`src/rtl/punc_mc_control_pkg.sv`:
```
// Shared encodings for the PUnC multi-cycle control unit: opcodes, FSM states
// and the select codes driven onto the datapath muxes.
package punc_defs;

  localparam logic [3:0] OP_BR   = 4'h0;
  localparam logic [3:0] OP_ADD  = 4'h1;
  localparam logic [3:0] OP_LD   = 4'h2;
  localparam logic [3:0] OP_ST   = 4'h3;
  localparam logic [3:0] OP_JSR  = 4'h4;
  localparam logic [3:0] OP_AND  = 4'h5;
  localparam logic [3:0] OP_LDR  = 4'h6;
  localparam logic [3:0] OP_STR  = 4'h7;
  localparam logic [3:0] OP_RTI  = 4'h8;
  localparam logic [3:0] OP_NOT  = 4'h9;
  localparam logic [3:0] OP_LDI  = 4'hA;
  localparam logic [3:0] OP_STI  = 4'hB;
  localparam logic [3:0] OP_JMP  = 4'hC;
  localparam logic [3:0] OP_RES  = 4'hD;
  localparam logic [3:0] OP_LEA  = 4'hE;
  localparam logic [3:0] OP_TRAP = 4'hF;

  typedef enum logic [3:0] {
    ST_FETCH, ST_DECODE, ST_EXEC, ST_IND, ST_MEM, ST_WB, ST_PAUSE, ST_HALT
  } state_t;

  localparam logic [1:0] ALU_ADD = 2'd0;
  localparam logic [1:0] ALU_AND = 2'd1;
  localparam logic [1:0] ALU_NOT = 2'd2;

  localparam logic [1:0] PCSEL_INC   = 2'd0;
  localparam logic [1:0] PCSEL_OFF9  = 2'd1;
  localparam logic [1:0] PCSEL_BASER = 2'd2;
  localparam logic [1:0] PCSEL_OFF11 = 2'd3;

  localparam logic [1:0] WSEL_ALU = 2'd0;
  localparam logic [1:0] WSEL_MDR = 2'd1;
  localparam logic [1:0] WSEL_EA  = 2'd2;
  localparam logic [1:0] WSEL_PC  = 2'd3;

  localparam logic [1:0] ASEL_PC  = 2'd0;
  localparam logic [1:0] ASEL_EA  = 2'd1;
  localparam logic [1:0] ASEL_MDR = 2'd2;

  function automatic logic is_store(input logic [3:0] op);
    return (op == OP_ST) || (op == OP_STR) || (op == OP_STI);
  endfunction

endpackage

```
`src/rtl/punc_mem_wait.sv`:
```
// Memory completion detector: either follows mem_ready or counts a fixed
// number of wait cycles while an access is in progress.
module punc_mem_wait #(
  parameter int USE_MEM_READY = 1,
  parameter int MEM_LATENCY   = 1
) (
  input  logic clk,
  input  logic rst,
  input  logic start,
  input  logic mem_ready,
  output logic done
);

  logic [3:0] cnt_reg;

  assign done = start && ((USE_MEM_READY != 0) ? mem_ready
                                               : (cnt_reg == 4'(MEM_LATENCY - 1)));

  // Cleared on completion so back-to-back accesses each get a full count.
  always_ff @(posedge clk) begin
    if (rst || !start || done)
      cnt_reg <= '0;
    else if (cnt_reg != 4'hF)
      cnt_reg <= cnt_reg + 4'd1;
  end

endmodule

```
`src/rtl/punc_mc_control.sv`:
```
// PUnC LC3 multi-cycle control FSM: sequences fetch/decode/execute/memory/
// writeback, with configurable memory wait, single-step debug and halt trap.
module punc_mc_control
  import punc_defs::*;
#(
  parameter int USE_MEM_READY = 1,
  parameter int MEM_LATENCY   = 1,
  parameter int DBG_SUPPORT   = 1
) (
  input  logic        clk,
  input  logic        rst,
  input  logic [15:0] ir,
  input  logic [2:0]  nzp,
  input  logic        mem_ready,
  input  logic        dbg_en,
  input  logic        dbg_step,
  output logic        pc_ld,
  output logic [1:0]  pc_sel,
  output logic        ir_ld,
  output logic        mdr_ld,
  output logic        rf_we,
  output logic [1:0]  rf_wsel,
  output logic        rf_r7,
  output logic [1:0]  alu_op,
  output logic        cc_ld,
  output logic        mem_req,
  output logic        mem_we,
  output logic [1:0]  mem_asel,
  output logic        instr_done,
  output logic        paused,
  output logic        halted,
  output logic        illegal
);

  state_t     state_reg, state_next, retire_state;
  logic       illegal_reg;
  logic       mem_state, mem_done;
  logic [3:0] op;
  logic       ir_unused;

  assign op        = ir[15:12];
  assign ir_unused = ^ir[8:0];
  assign mem_state = (state_reg == ST_FETCH) || (state_reg == ST_IND) || (state_reg == ST_MEM);
  assign retire_state = ((DBG_SUPPORT != 0) && dbg_en) ? ST_PAUSE : ST_FETCH;
  assign illegal   = illegal_reg && !rst;

  punc_mem_wait #(
    .USE_MEM_READY(USE_MEM_READY),
    .MEM_LATENCY  (MEM_LATENCY)
  ) u_wait (
    .clk      (clk),
    .rst      (rst),
    .start    (mem_state),
    .mem_ready(mem_ready),
    .done     (mem_done)
  );

  always_ff @(posedge clk) begin
    if (rst) begin
      state_reg   <= ST_FETCH;
      illegal_reg <= 1'b0;
    end else begin
      state_reg <= state_next;
      if (state_reg == ST_DECODE && (op == OP_RTI || op == OP_RES))
        illegal_reg <= 1'b1;
    end
  end

  always_comb begin
    state_next = state_reg;
    case (state_reg)
      ST_FETCH:  if (mem_done) state_next = ST_DECODE;
      ST_DECODE: begin
        case (op)
          OP_TRAP, OP_RTI, OP_RES:     state_next = ST_HALT;
          OP_LD, OP_LDR, OP_ST, OP_STR: state_next = ST_MEM;
          OP_LDI, OP_STI:              state_next = ST_IND;
          default:                     state_next = ST_EXEC;
        endcase
      end
      ST_EXEC, ST_WB: state_next = retire_state;
      ST_IND:    if (mem_done) state_next = ST_MEM;
      ST_MEM:    if (mem_done) state_next = is_store(op) ? retire_state : ST_WB;
      ST_PAUSE:  if (!dbg_en || dbg_step) state_next = ST_FETCH;
      ST_HALT:   state_next = ST_HALT;
      default:   state_next = ST_FETCH;
    endcase
  end

  // Everything is held low while rst is asserted, independent of state.
  always_comb begin
    pc_ld      = 1'b0;
    pc_sel     = PCSEL_INC;
    ir_ld      = 1'b0;
    mdr_ld     = 1'b0;
    rf_we      = 1'b0;
    rf_wsel    = WSEL_ALU;
    rf_r7      = 1'b0;
    alu_op     = ALU_ADD;
    cc_ld      = 1'b0;
    mem_req    = 1'b0;
    mem_we     = 1'b0;
    mem_asel   = ASEL_PC;
    instr_done = 1'b0;
    paused     = 1'b0;
    halted     = 1'b0;
    if (!rst) begin
      case (state_reg)
        ST_FETCH: begin
          mem_req  = 1'b1;
          mem_asel = ASEL_PC;
          if (mem_done) begin
            ir_ld  = 1'b1;
            pc_ld  = 1'b1;
            pc_sel = PCSEL_INC;
          end
        end
        ST_EXEC: begin
          instr_done = 1'b1;
          case (op)
            OP_ADD, OP_AND, OP_NOT: begin
              rf_we   = 1'b1;
              rf_wsel = WSEL_ALU;
              cc_ld   = 1'b1;
              alu_op  = (op == OP_ADD) ? ALU_ADD : (op == OP_AND) ? ALU_AND : ALU_NOT;
            end
            OP_LEA: begin
              rf_we   = 1'b1;
              rf_wsel = WSEL_EA;
            end
            OP_BR: begin
              if (|(ir[11:9] & nzp)) begin
                pc_ld  = 1'b1;
                pc_sel = PCSEL_OFF9;
              end
            end
            OP_JMP: begin
              pc_ld  = 1'b1;
              pc_sel = PCSEL_BASER;
            end
            OP_JSR: begin
              rf_we   = 1'b1;
              rf_wsel = WSEL_PC;
              rf_r7   = 1'b1;
              pc_ld   = 1'b1;
              pc_sel  = ir[11] ? PCSEL_OFF11 : PCSEL_BASER;
            end
            default: ;
          endcase
        end
        ST_IND: begin
          mem_req  = 1'b1;
          mem_asel = ASEL_EA;
          mdr_ld   = mem_done;
        end
        ST_MEM: begin
          mem_req  = 1'b1;
          mem_asel = (op == OP_LDI || op == OP_STI) ? ASEL_MDR : ASEL_EA;
          mem_we   = is_store(op);
          if (mem_done) begin
            if (is_store(op)) instr_done = 1'b1;
            else              mdr_ld     = 1'b1;
          end
        end
        ST_WB: begin
          rf_we      = 1'b1;
          rf_wsel    = WSEL_MDR;
          cc_ld      = 1'b1;
          instr_done = 1'b1;
        end
        ST_PAUSE: paused = (DBG_SUPPORT != 0);
        ST_HALT:  halted = 1'b1;
        default: ;
      endcase
    end
  end

endmodule

```
`config.mk`:
```
export PLATFORM = sky130hd
export DESIGN_NAME = punc_mc_control
export DESIGN_NICKNAME = d
export VERILOG_FILES = /design/src/rtl/punc_mc_control_pkg.sv /design/src/rtl/punc_mem_wait.sv /design/src/rtl/punc_mc_control.sv
export SDC_FILE = /design/constraint.sdc
export NUM_CORES = 1
export LEC_CHECK = 0
export ABC_AREA = 1
export CORE_UTILIZATION = 36
export CTS_BUF_LIST = sky130_fd_sc_hd__clkbuf_4 sky130_fd_sc_hd__clkbuf_8
export DETAILED_ROUTE_END_ITERATION = 12
export PLACE_DENSITY = 0.93
export SLEW_MARGIN = 10
export SYNTH_ARGS = -nofsm -noshare
export SYNTH_HDL_FRONTEND = slang
export SYNTH_SLANG_ARGS = --single-unit
```
`constraint.sdc`:
```
create_clock -name clk -period 1.4 [get_ports clk]
set_input_delay 0.21 -clock clk [delete_from_list [all_inputs] [get_ports clk]]
set_output_delay 0.21 -clock clk [all_outputs]
set_load 0.02 [all_outputs]
```
==> results of run 1 <==
==> metal layers <==
layer | overflow | track usage [%]
met2 | 37 | 101
met4 | 16 | 86.3
met3 | 0 | 35.8
met5 | 0 | 0
met1 | 0 | 72.2
==> cells in the mapped netlist <==
cell type / instances
and3_1: 1
nor4_1: 3
inv_1: 22
a31oi_1: 1
nor2_1: 15
nand4_1: 1
o21ai_0: 2
o21ai_1: 1
o21ai_2: 1
nand3_2: 1
nor2_2: 2
buf_1: 1
a21oi_1: 11
buf_2: 1
o31ai_1: 1
o211ai_1: 1
o22ai_1: 1
dfxtp_1: 4
inv_2: 2
clkbuf_1: 1
nand2_1: 33
nor3_1: 6
buf_6: 1
nor3_2: 1
nand3_1: 10
==> logic make-up after synthesis <==
kind of cell	Yosys count
and+or+nand+nor	73
AOI/OAI and AO/OA	19
DFF	4
buffers and inverters	28
==> stage by stage <==
step / hold WS, ns / setup TNS [ns] / std cells
3_3_place_gp: 0.446 / -14.07 / 211
3_5_place_dp: 0.461 / -15.34 / 211
2_1_floorplan: 0.436 / -0.0570 / 124
4_1_cts: 0.466 / -2.73 / 220
==> timing repair <==
item,4_1_cts
endpoints found under the setup margin,23
resized for setup,134
cloned,0
buffers inserted,6
pin swaps,7
==> flow_summary.json, run 1 <==
{
  "clock-root-buffer": "clkbuf_4",
  "syn_nets": 148,
  "placed_area_um2": 1330,
  "clock_sinks": 4,
  "yosys_warnings": 0,
  "yosysTopAreaCell": "nand2_1",
  "synthSimpleGateAreaFrac_pct": 51.9,
  "io_pins": 44,
  "clk_path_buf_depth": 2,
  "postCtsHoldBufs": 0,
  "synth_adder_area_share_pct": 0,
  "worst_endpoint_kind": "primary output",
  "hpwl_um": 2460,
  "htreeDepth": 1,
  "synth_cell_types": 25,
  "cts_inserted_buffers": 3,
  "syn_inst": 124,
  "synth_top_family_by_area": "simple AND/OR/NAND/NOR gates",
  "netlist_top_cells_area": "nand2_1, inv_1, dfxtp_1",
  "postGrtWorstEndpoint": "pc_sel[0]",
  "synth_compound_area_share_pct": 17.0,
  "muxShareOfSynthArea_pct": 0,
  "port_buffers": 34,
  "first-error": "[ERROR GRT-0232] Routing congestion too high. Check the congestion heatmap in the GUI.",
  "grt_start_max_net_pins": 11,
  "dpl_worst_slack_ns": -0.900,
  "track_usage_pct": 72.9,
  "die_w_um": 43.6,
  "start_util_pct": 40.0,
  "overflow": 53,
  "num_rows": 14,
  "synth_seq_cells": 4,
  "lastStage": "global routing",
  "syn_area_per_cell_um2": 5.04,
  "synth_top_area_share_pct": 19.8,
  "die_y_um": 43.6,
  "synth_area_um2": 624,
  "place_congestion": 0.873,
  "ys_seq_area_share_pct": 12.8,
  "synth_xor_area_share_pct": 0,
  "status": "stopped before the end"
}
==> run 2, diff against run 1 <==
--- a/config.mk
+++ b/config.mk
@@ -6,10 +6,10 @@
 export NUM_CORES = 1
 export LEC_CHECK = 0
 export ABC_AREA = 1
-export CORE_UTILIZATION = 36
-export CTS_BUF_LIST = sky130_fd_sc_hd__clkbuf_4 sky130_fd_sc_hd__clkbuf_8
+export CORE_AREA = 2 2 63 65
 export DETAILED_ROUTE_END_ITERATION = 12
-export PLACE_DENSITY = 0.93
+export DIE_AREA = 0 0 65 67
+export PLACE_DENSITY_LB_ADDON = 0.15
 export SLEW_MARGIN = 10
 export SYNTH_ARGS = -nofsm -noshare
 export SYNTH_HDL_FRONTEND = slang
==> run 2 against run 1 <==
Against the previous run:
- the flow now finishes, with violations (setup timing)
- synthesized cell count did not move
- synthesized area stayed put
==> flow_summary.json, run 2 <==
{
  "fin_nets": 226,
  "grt_start_max_net_pins": 8,
  "path_cells": "inv_4 -> buf_4 -> buf_6 -> buf_6 -> nand2_4 -> o21ai_4 -> nand3_2 -> nor2_1 -> buf_4",
  "p_int_mw": 0.924,
  "max_slew_margin_pct": 84.5,
  "cp-end-kind": "output pin",
  "detail-route-antenna-nets": 0,
  "power_density_nw_per_um2": 1000,
  "ir_drop_v": 0.000274,
  "muxShareOfSynthArea_pct": 0,
  "yosys_warnings": 0,
  "layout_common_cells": "buf_4, nand2_1, buf_6, inv_1",
  "fin_ws_ns": -0.222,
  "wl_um": 2690,
  "start_kind": "flip-flop",
  "synth_seq_cells": 4,
  "routedWlPerCell_um": 10.9,
  "leakagePower_nw": 0.741,
  "grt_antenna_before_repair": 0,
  "cts_tree": "done",
  "grt_pass1_vias": 1046,
  "syn_inst": 124,
  "fmax_mhz": 617,
  "post-route-period-util_pct": 116,
  "via_per_inst": 4.25,
  "vias": 1054,
  "synth_area_um2": 624,
  "grt_pass1_wl_um": 4310,
  "cts_inserted_buffers": 3,
  "synthTopCellsByCount": "nand2_1, inv_1, nor2_1",
  "syn_area_per_cell_um2": 5.04,
  "port_buffers": 34,
  "drt-initial-drc-count": 26,
  "yosysTopAreaCell": "nand2_1",
  "synth_top_family_by_area": "simple AND/OR/NAND/NOR gates",
  "p_clk_share_pct": 14.6,
  "clkLatencyLatePin_ns": 0.21,
  "power_frac_seq_pct": 13.4,
  "synth_xor_area_share_pct": 0,
  "fin_skew_ns": 0.00278,
  "io_pins": 44,
  "worstSetupPathType": "flip-flop to output pin",
  "synth_edf_count": 0,
  "rsz0062_at_grt": "yes",
  "synth_adder_area_share_pct": 0,
  "stdcell_area_um2": 1620,
  "synth_compound_area_share_pct": 17.0,
  "finish.utilization_pct": 45.0,
  "crit_arrival_ns": 1.41,
  "die-area_um2": 4360,
  "netlist_top_cells_area": "nand2_1, inv_1, dfxtp_1",
  "num_rows": 22,
  "area_growth_syn_to_layout_pct": 160,
  "critPathRequiredTime_ns": 1.19,
  "clock-root-buffer": "clkbuf_8",
  "diodes": 0,
  "path_buf_inv": 5,
  "clk_path_buf_depth": 2,
  "firstDrtPassIters": 6,
  "die_w_um": 65,
  "ys_seq_area_share_pct": 12.8,
  "placed_area_um2": 1340,
  "track_usage_pct": 12.6,
  "hpwl_um": 2110,
  "multiInputGateArea_um2": 667,
  "p_comb_share_pct": 72.0,
  "max_cap_viol_count": 0,
  "switchingPower_mw": 0.702,
  "clkTransAtPathRegs_ns": 0.03,
  "violations": "setup timing",
  "largest_reg_flops": 3,
  "min_path_type": "flip-flop to flip-flop",
  "syn_nets": 148,
  "fillers": 389,
  "start_util_pct": 17.3,
  "switching_share_pct": 43.2,
  "synthSimpleGateAreaFrac_pct": 51.9,
  "htreeDepth": 1,
  "regArea_um2": 91.3,
  "min_period_ns": 1.62,
  "clock_sinks": 4,
  "worstMarginPinSlew_ns": 0.232,
  "ys.flop_type": "dfxtp_1",
  "postSynth.asyncResetShare_pct": 0,
  "dpl_worst_slack_ns": -0.863,
  "mostFrequentLayoutCell": "buf_4",
  "overflow": 0,
  "cp_max_fo": 4,
  "report.final.hold_viol_count": 0,
  "drt_drc_violations_left": 0,
  "place_congestion": 0.852,
  "synthMostInstantiatedCell": "nand2_1",
  "cpMaxStageDelayCell": "dfxtp_4",
  "design.core.area_um2": 3610,
  "slew_viol_final": 0,
  "setup_viol": 19,
  "die_y_um": 67,
  "slowest_delay_ns": 0.36,
  "synth_top_area_share_pct": 19.8,
  "cpLargestDelayFamily": "buffers and inverters",
  "power_mw": 1.63,
  "synth_cell_types": 25,
  "drive_gt1_share_pct": 61.5,
  "status": "finished with violations"
}
[run 2: cell counts after synthesis]
No cell type changed its count.
[run 2: repair_timing]
| item | 4_1_cts | 5_1_grt |
|---|---|---|
| pin swaps | 3 | 15 |
| endpoints found under the setup margin | 22 | 23 |
| buffers inserted | 2 | 3 |
| resized for setup | 125 | 60 |
| hold buffers | 0 | 0 |
| cloned | 0 | 0 |
| hold endpoints to repair | 0 | 0 |
[run 2: layout make-up]
| class | instances | area share [%] |
|---|---|---|
| Tap cell | 48 | 3.70 |
| Timing Repair Buffer | 77 | 40.8 |
| Clock buffer | 3 | 2.55 |
| Inverter | 24 | 6.17 |
| Multi-Input combinational cell | 92 | 41.1 |
| Sequential cell | 4 | 5.63 |
[run 2: power groups by stage]
stage          registers [mW]  logic, mW  clock network [mW]
6_report                0.218       1.17               0.237
5_1_grt                 0.223       1.27               0.256
3_3_place_gp            0.194      0.859                   0
3_5_place_dp            0.195      0.856                   0
4_1_cts                 0.199      0.912               0.245
2_1_floorplan           0.179      0.448                   0
[run 2: routing by layer]
metal / vias up / GRT usage (%) / part of all wire (%)
li1: 556 / - / -
met1: 466 / 13.5 / 38
met2: 28 / 24.6 / 56
met3: 4 / 3.21 / 5.0
met4: 0 / 2.66 / 0.85
met5: - / 0 / 0
[run 2: metrics by stage]
| step | setup TNS, ns | hold slack, ns | cells |
|---|---|---|---|
| final | -2.26 | 0.475 | 248 |
| after global placement | -14.78 | 0.447 | 240 |
| after detailed placement | -14.89 | 0.455 | 240 |
| after floorplan | -0.0570 | 0.436 | 124 |
| after CTS | -2.28 | 0.461 | 245 |
| after global routing | -3.88 | 0.513 | 248 |
[run 2: worst register-to-register path: stages (launching register included)]
cell and delay, ns:
dfxtp_4 0.37, inv_4 0.04, buf_4 0.12, buf_6 0.10, buf_6 0.12, nor3_4 0.17
buf_6 0.13, nand4_1 0.10, nand3_1 0.11, nand2_1 0.06, a21oi_1 0.12
[run 2: final timing paths]
check,to,slack [ns],startpoint,depth (start not counted)
worst max-delay path,mdr_ld,-0.22,state_reg[0],9
worst min-delay path,illegal_reg,0.47,illegal_reg,2
worst max register to register,state_reg[0],-0.13,state_reg[0],10
worst min register to register,illegal_reg,0.47,illegal_reg,2
[run 2: cells by family (layout without fill, tap and decap cells)]
| family | after synthesis | in the layout |
|---|---|---|
| flip-flops | 4 | 4 |
| AND/OR/NAND/NOR | 73 | 73 |
| buffers and inverters | 28 | 104 |
| AO/OA/AOI/OAI | 19 | 19 |
Note: power is estimated with default switching activity, not from simulation.
==> run 3, diff against run 2 <==
--- a/config.mk
+++ b/config.mk
@@ -6,10 +6,14 @@
 export NUM_CORES = 1
 export LEC_CHECK = 0
 export ABC_AREA = 1
+export CELL_PAD_IN_SITES_DETAIL_PLACEMENT = 0
+export CELL_PAD_IN_SITES_GLOBAL_PLACEMENT = 2
 export CORE_AREA = 2 2 63 65
 export DETAILED_ROUTE_END_ITERATION = 12
 export DIE_AREA = 0 0 65 67
+export DONT_BUFFER_PORTS = 1
 export PLACE_DENSITY_LB_ADDON = 0.15
+export SETUP_SLACK_MARGIN = 0.3
 export SLEW_MARGIN = 10
 export SYNTH_ARGS = -nofsm -noshare
 export SYNTH_HDL_FRONTEND = slang
==> run 3 against run 2 <==
Against the previous run:
- the run still ends with setup timing left
- sequential power increased by 4%
- design area shrank 21%
- hold slack got worse by 0.42 ns
- global-route usage decreased by 0.43 points
- count of clock-buffer cells in the layout stayed put
- clock power is 3% higher
- first-iteration DRC count decreased by 27%
- setup slack improved by 0.061 ns
- routed wire length fell by 8.3%
==> flow_summary.json, run 3 (synthesized netlist as in run 2, its figures left out) <==
{
  "cts_tree": "done",
  "fin_nets": 181,
  "slew_viol_final": 0,
  "grt_antenna_before_repair": 0,
  "max_cap_viol_count": 0,
  "critPathRequiredTime_ns": 1.19,
  "layout_common_cells": "nand2_1, buf_4, inv_1, nor2_4",
  "dpl_worst_slack_ns": -0.0481,
  "fillers": 398,
  "vias": 888,
  "start_kind": "flip-flop",
  "fin_ws_ns": -0.161,
  "place_congestion": 0.788,
  "min_path_type": "input pin to flip-flop",
  "start_util_pct": 17.3,
  "htreeDepth": 1,
  "cp-end-kind": "output pin",
  "worstSetupPathType": "flip-flop to output pin",
  "routedWlPerCell_um": 12.2,
  "rsz0062_at_grt": "yes",
  "detail-route-antenna-nets": 0,
  "overflow": 0,
  "design.core.area_um2": 3610,
  "wl_um": 2470,
  "die_w_um": 65,
  "crit_arrival_ns": 1.35,
  "grt_pass1_wl_um": 4090,
  "status": "finished with violations",
  "cpMaxStageDelayCell": "dfxtp_4",
  "hpwl_um": 1920,
  "firstDrtPassIters": 4,
  "port_buffers": 0,
  "grt_start_max_net_pins": 19,
  "post-route-period-util_pct": 111,
  "cp_max_fo": 5,
  "power_density_nw_per_um2": 1140,
  "power_mw": 1.45,
  "clk_path_buf_depth": 2,
  "via_per_inst": 4.37,
  "grt_pass1_vias": 960,
  "min_period_ns": 1.56,
  "clock_sinks": 4,
  "fmax_mhz": 641,
  "largest_reg_flops": 3,
  "track_usage_pct": 12.2,
  "drt-initial-drc-count": 19,
  "min_path_cells": 1,
  "setup_viol": 20,
  "num_rows": 22,
  "postCtsHoldBufs": 0,
  "fin_skew_ns": 0.000301,
  "drt_drc_violations_left": 0,
  "ir_drop_v": 0.000281,
  "leakagePower_nw": 0.530,
  "clkLatencyLatePin_ns": 0.22,
  "diodes": 0,
  "clock-root-buffer": "clkbuf_8",
  "reg2regPathDepth": 12,
  "worstMarginPinSlew_ns": 0.344,
  "violations": "setup timing",
  "die-area_um2": 4360,
  "report.final.hold_viol_count": 0,
  "path_cells": "inv_4 -> nand3_4 -> buf_4 -> o31ai_4 -> inv_2 -> a21oi_4",
  "cts_inserted_buffers": 3,
  "slowest_delay_ns": 0.36,
  "io_pins": 44,
  "clkTransAtPathRegs_ns": 0.03,
  "whs_ns": 0.0553,
  "mostFrequentLayoutCell": "nand2_1",
  "area_growth_syn_to_layout_pct": 104,
  "die_y_um": 67,
  "max_slew_margin_pct": 77.0,
  "drive_gt1_share_pct": 58.7
}
==> run 3: changes by cell type in the layout (fill, tap and decap cells not counted), sizes merged <==
cell	change
dlygate4sd2	-1
buf	-30
clkdlybuf4s15	-3
clkdlybuf4s50	-9
clkbuf	-2
==> run 3: layout make-up <==
class                           instances  area, µm²  share of cell area [%]
Tap cell                               48       60.1                    4.71
Inverter                               24       97.6                    7.65
Timing Repair Buffer                   32        270                    21.2
Clock buffer                            3       41.3                    3.24
Multi-Input combinational cell         92        716                    56.1
Sequential cell                         4       91.3                    7.16
==> run 3: power breakdown <==
part,switching (mW),internal (mW)
Combinational,0.537,0.441
Sequential,0.0657,0.161
Clock,0.0617,0.183
Total,0.665,0.786
==> run 3: worst max-delay path, delay by kind of cell, from the launching register on <==
family / cells / cell delay, ns
AOI/OAI and AO/OA: 2 / 0.37
buffers and inverters: 3 / 0.31
DFF: 1 / 0.36
and+or+nand+nor: 1 / 0.09
==> run 3: path summary, 6_finish.rpt <==
path | from | endpoint | slack (ns)
max | state_reg[0] | rf_we | -0.16
min | rst | state_reg[0] | 0.06
max reg2reg | state_reg[0] | state_reg[0] | -0.04
min reg2reg | illegal_reg | illegal_reg | 0.48
==> run 3: timing repair <==
action                                  4_1_cts  5_1_grt
setup buffers                                 6        5
endpoints found under the setup margin       23       23
gates resized for setup                      39       18
pin swaps                                     9       10
==> run 3: routing by layer <==
| metal | GRT usage, % | routed length (µm) | vias up |
|---|---|---|---|
| li1 | - | - | 460 |
| met5 | 0 | 0 | - |
| met1 | 13.8 | 1030 | 403 |
| met2 | 22.0 | 1300 | 23 |
| met4 | 4.52 | 20 | 0 |
| met3 | 2.87 | 127 | 2 |
==> run 3: stage by stage <==
stage | util, % | setup TNS, ns | instances | cell area [µm²]
floorplan | - | -0.0521 | 124 | 742
detailed placement | 25.8 | -0.0625 | 189 | 931
finish | 35.4 | -1.58 | 203 | 1280
global route | 35.4 | -3.19 | 203 | 1280
CTS | 31.8 | -1.37 | 198 | 1150
global placement | 25.8 | -0.0517 | 189 | 931
==> run 4, diff against run 3 <==
--- a/config.mk
+++ b/config.mk
@@ -9,6 +9,7 @@
 export CELL_PAD_IN_SITES_DETAIL_PLACEMENT = 0
 export CELL_PAD_IN_SITES_GLOBAL_PLACEMENT = 2
 export CORE_AREA = 2 2 63 65
+export CTS_CLUSTER_SIZE = 30
 export DETAILED_ROUTE_END_ITERATION = 12
 export DIE_AREA = 0 0 65 67
 export DONT_BUFFER_PORTS = 1
==> results of run 4 <==
Same layout as run 3: the final DEF is identical, and so are final timing and power.
==> RTL change 1, RTL diff (flow settings as in run 3) <==
`DBG_SUPPORT`: 1 -> 0.
--- a/src/rtl/punc_mc_control.sv
+++ b/src/rtl/punc_mc_control.sv
@@ -5,7 +5,7 @@
 #(
   parameter int USE_MEM_READY = 1,
   parameter int MEM_LATENCY   = 1,
-  parameter int DBG_SUPPORT   = 1
+  parameter int DBG_SUPPORT   = 0
 ) (
   input  logic        clk,
   input  logic        rst,
Function: changed (Yosys sat finds a counterexample within 4 cycles, from zero or initial values and one cycle with rst high).
==> RTL change 1 against run 3 <==
- the flow still finishes with violations (setup timing)
- clock power grew 3%
- utilization decreased by 1.5 points
- sequential cell count stayed put
- global-route usage shrank 0.12 points
- synthesized cell count decreased by 4.8%
- worst setup slack got worse by 0.094 ns
- register-to-register slack better by 0.12 ns
- count of clock-buffer cells in the layout is the same
- power fell by 37%
- cell area decreased by 4.1%
- routed wire length shrank 2.7%
- synthesized area shrank 2.4%
- critical endpoint unchanged
==> RTL change 1: results <==
metrics = {
    "place": {
        "pre_cts_ws_ns": -0.0486,
        "dp.cells": 184,
        "gp_congestion": 0.735,
        "hpwl_um": 1910,
    },
    "grt": {
        "use_met2_pct": 20.4,
        "globalRouteMet1Util_pct": 14.9,
        "grt_max_degree": 16,
        "grt_pass1_wl_um": 4020,
        "track_usage_pct": 12.1,
    },
    "power": {
        "ir_drop_v": 0.000251,
        "internal_power_uw": 532,
        "seq_power_share_pct": 16.1,
    },
    "routing": {
        "dr_wl_met2_um": 1280,
        "viasPerCell": 4.38,
        "drt-initial-drc-count": 29,
        "wl_um": 2410,
        "wl_met1_um": 987,
        "vias": 855,
        "wl_met3_um": 124,
    },
    "synth": {
        "synth_common_cells": "nand2_1 (36), nor2_1 (20), inv_1 (16)",
        "synth_cell_type_count": 24,
        "synth_compound_area_share_pct": 20.3,
        "synth_area_leaders": "nand2_1 (22%), dfxtp_1 (13%), nor2_1 (12%), a21oi_1 (9.9%), inv_1 (9.9%)",
        "syn_area_per_cell_um2": 5.16,
    },
    "worst_setup_path": {
        "path_delay_family": "simple AND/OR/NAND/NOR gates",
        "crit_slowest_cell": "dfxtp_2",
        "arrival_ns": 1.44,
        "r2r_cells": 10,
    },
    "sta": {
        "fin_worst_skew_ns": 0.00252,
        "finalSetupViolCount": 15,
        "layout_setup_ws_ns": -0.255,
        "setup_tns_ns": -2.83,
        "relSlewSlack_pct": 66.0,
    },
    "status": {
        "status": "finished with violations",
        "failed_checks": "setup timing",
    },
    "clock_tree": {
        "ctsResizeCount": 37,
    },
    "layout": {
        "final_nets": 173,
        "drive_gt1_share_pct": 59.2,
    },
}
==> RTL change 1: cell types whose count changed in the layout (fill, tap and decap cells not counted), moves of 3 or more <==
cell and delta:
nand2_4 +3, dfxtp_4 -3, buf_4 -3, nand2_1 -4, inv_2 -3, nor2_1 +3
nand2_2 +5, nor3_2 -3, dfxtp_2 +3, nor3_4 -4
==> RTL change 1: kinds of logic after synthesis <==
group | Yosys count
compound gates | 21
flops | 4
buf+inv | 21
other cells | 1
simple gates | 71
==> RTL change 1: cell type report <==
cell class	instances	area [µm²]
clock buffers	3	41.3
fillers	416	2380
inverters	17	66.3
multi-input cells	93	713
flip-flops and latches	4	83.8
well taps	48	60.1
repair buffers	30	259
==> RTL change 1: worst paths after layout <==
check	from	to	slack [ns]
worst max-delay path	state_reg[1]	rf_we	-0.25
worst min-delay path	rst	state_reg[2]	0.04
worst max register to register	state_reg[1]	state_reg[0]	0.08
worst min register to register	illegal_reg	illegal_reg	0.47
==> RTL change 2, RTL diff (flow settings as in run 3) <==
Without the edit above. Reset style: asynchronous (`rst`), changed in one clocked block.
--- a/src/rtl/punc_mc_control.sv
+++ b/src/rtl/punc_mc_control.sv
@@ -55,7 +55,7 @@
     .done     (mem_done)
   );
 
-  always_ff @(posedge clk) begin
+  always_ff @(posedge clk or posedge rst) begin
     if (rst) begin
       state_reg   <= ST_FETCH;
       illegal_reg <= 1'b0;
Formal check against the unedited RTL: no difference found for any inputs over 10 cycles, from zero or initial values and one cycle with rst high; that may be too few to reach the edited logic, so the function may still have changed.
==> RTL change 2 against run 3 <==
- the run still ends with setup timing left
- worst setup slack got worse by 0.072 ns
- cell area rose by 1.5%
- sequential cell count unchanged
- power rose by 39%
- synthesized cell count shrank 4.0%
- routed wire length up 1.6%
- critical path depth unchanged
- non-clock buffer count up 7
- synthesized area down 5.6%
- clock skew grew 0.0047 ns
- hold slack better by 0.15 ns
- utilization is 0.52 points higher
- combinational power up 57%
- largest power group unchanged
==> RTL change 2: results <==
metrics = {
    "worst_setup_path": {
        "arrival_ns": 1.42,
        "r2r-end": "state_reg[2]",
        "startpoint": "state_reg[1]",
    },
    "power": {
        "p_clk_uw": 238,
        "powerSeq_uw": 236,
    },
    "synth": {
        "yosysSeqAreaShare_pct": 17.0,
        "synth_area_leaders": "nand2_1 (24%), dfrtp_1 (17%), nor2_1 (16%), nand3_1 (12%), inv_1 (10%)",
        "synth_compound_area_share_pct": 11.0,
        "synth_cells": 119,
        "async_flop_share_pct": 100,
    },
    "sta": {
        "relSlewSlack_pct": 76.3,
        "finalSetupViolCount": 22,
        "layout_setup_ws_ns": -0.233,
    },
    "routing": {
        "drt-initial-drc-count": 37,
        "wl_um": 2510,
        "wl_met1_um": 1060,
        "wl_per_cell_um": 12.1,
    },
    "place": {
        "dp.cells": 190,
        "pre_cts_ws_ns": -0.0686,
        "hpwl_um": 1910,
    },
    "clock_tree": {
        "ctsResizeCount": 36,
        "cts-hold-fix-buffers": 1,
    },
    "status": {
        "failed_checks": "setup timing",
        "status": "finished with violations",
    },
    "layout": {
        "drive_gt1_share_pct": 56.3,
    },
    "grt": {
        "globalRouteMet1Util_pct": 13.0,
    },
}
-- RTL change 2: changes by cell type after synthesis, sizes merged, moves of 2 or more --
cell and delta:
nand3 +3, inv -6, buf -2, nor4 -3
dfxtp -4, nand2 +5, nor2 +10, nor3 -3
a21oi -5, dfrtp +4
-- RTL change 2: critical path, stage by stage, from the launching register on --
cell and delay, ns:
dfrtp_2 0.47, nor2_4 0.17, nand2_4 0.09, inv_2 0.07
nand2_2 0.06, o211ai_1 0.18, buf_4 0.17
-- RTL change 2: area by class of cell --
cell class	count	area (µm²)	area share (%)
Multi-Input combinational cell	96	688	53.1
Timing Repair Buffer	39	333	25.7
Clock buffer	3	41.3	3.19
Inverter	18	70.1	5.41
Tap cell	48	60.1	4.64
Sequential cell	4	103	7.92
-- RTL change 2: worst min path at each step --
stage,to,depth (start not counted)
2_1_floorplan,illegal_reg,2
3_3_place_gp,state_reg[2],2
3_5_place_dp,state_reg[2],2
4_1_cts,state_reg[2],3
5_1_grt,state_reg[2],3
6_report,state_reg[2],3
-- RTL change 2: cells by family (layout without fill, tap and decap cells) --
group | after synthesis | in the layout
buf+inv | 19 | 60
simple gates | 85 | 85
flops | 4 | 4
compound gates | 11 | 11
-- RTL change 2: stage by stage --
step | total power (µW) | setup TNS (ns) | hold slack (ns) | util, % | cell area (µm²)
5_1_grt | 2170 | -4.71 | 0.202 | 35.9 | 1290
3_3_place_gp | 1170 | -0.415 | 0.148 | 25.3 | 912
6_report | 2010 | -3.05 | 0.204 | 35.9 | 1290
3_5_place_dp | 1160 | -0.266 | 0.134 | 25.3 | 912
4_1_cts | 1740 | -2.59 | 0.202 | 32.7 | 1180
2_1_floorplan | 792 | -0.0286 | 0.197 | - | 677
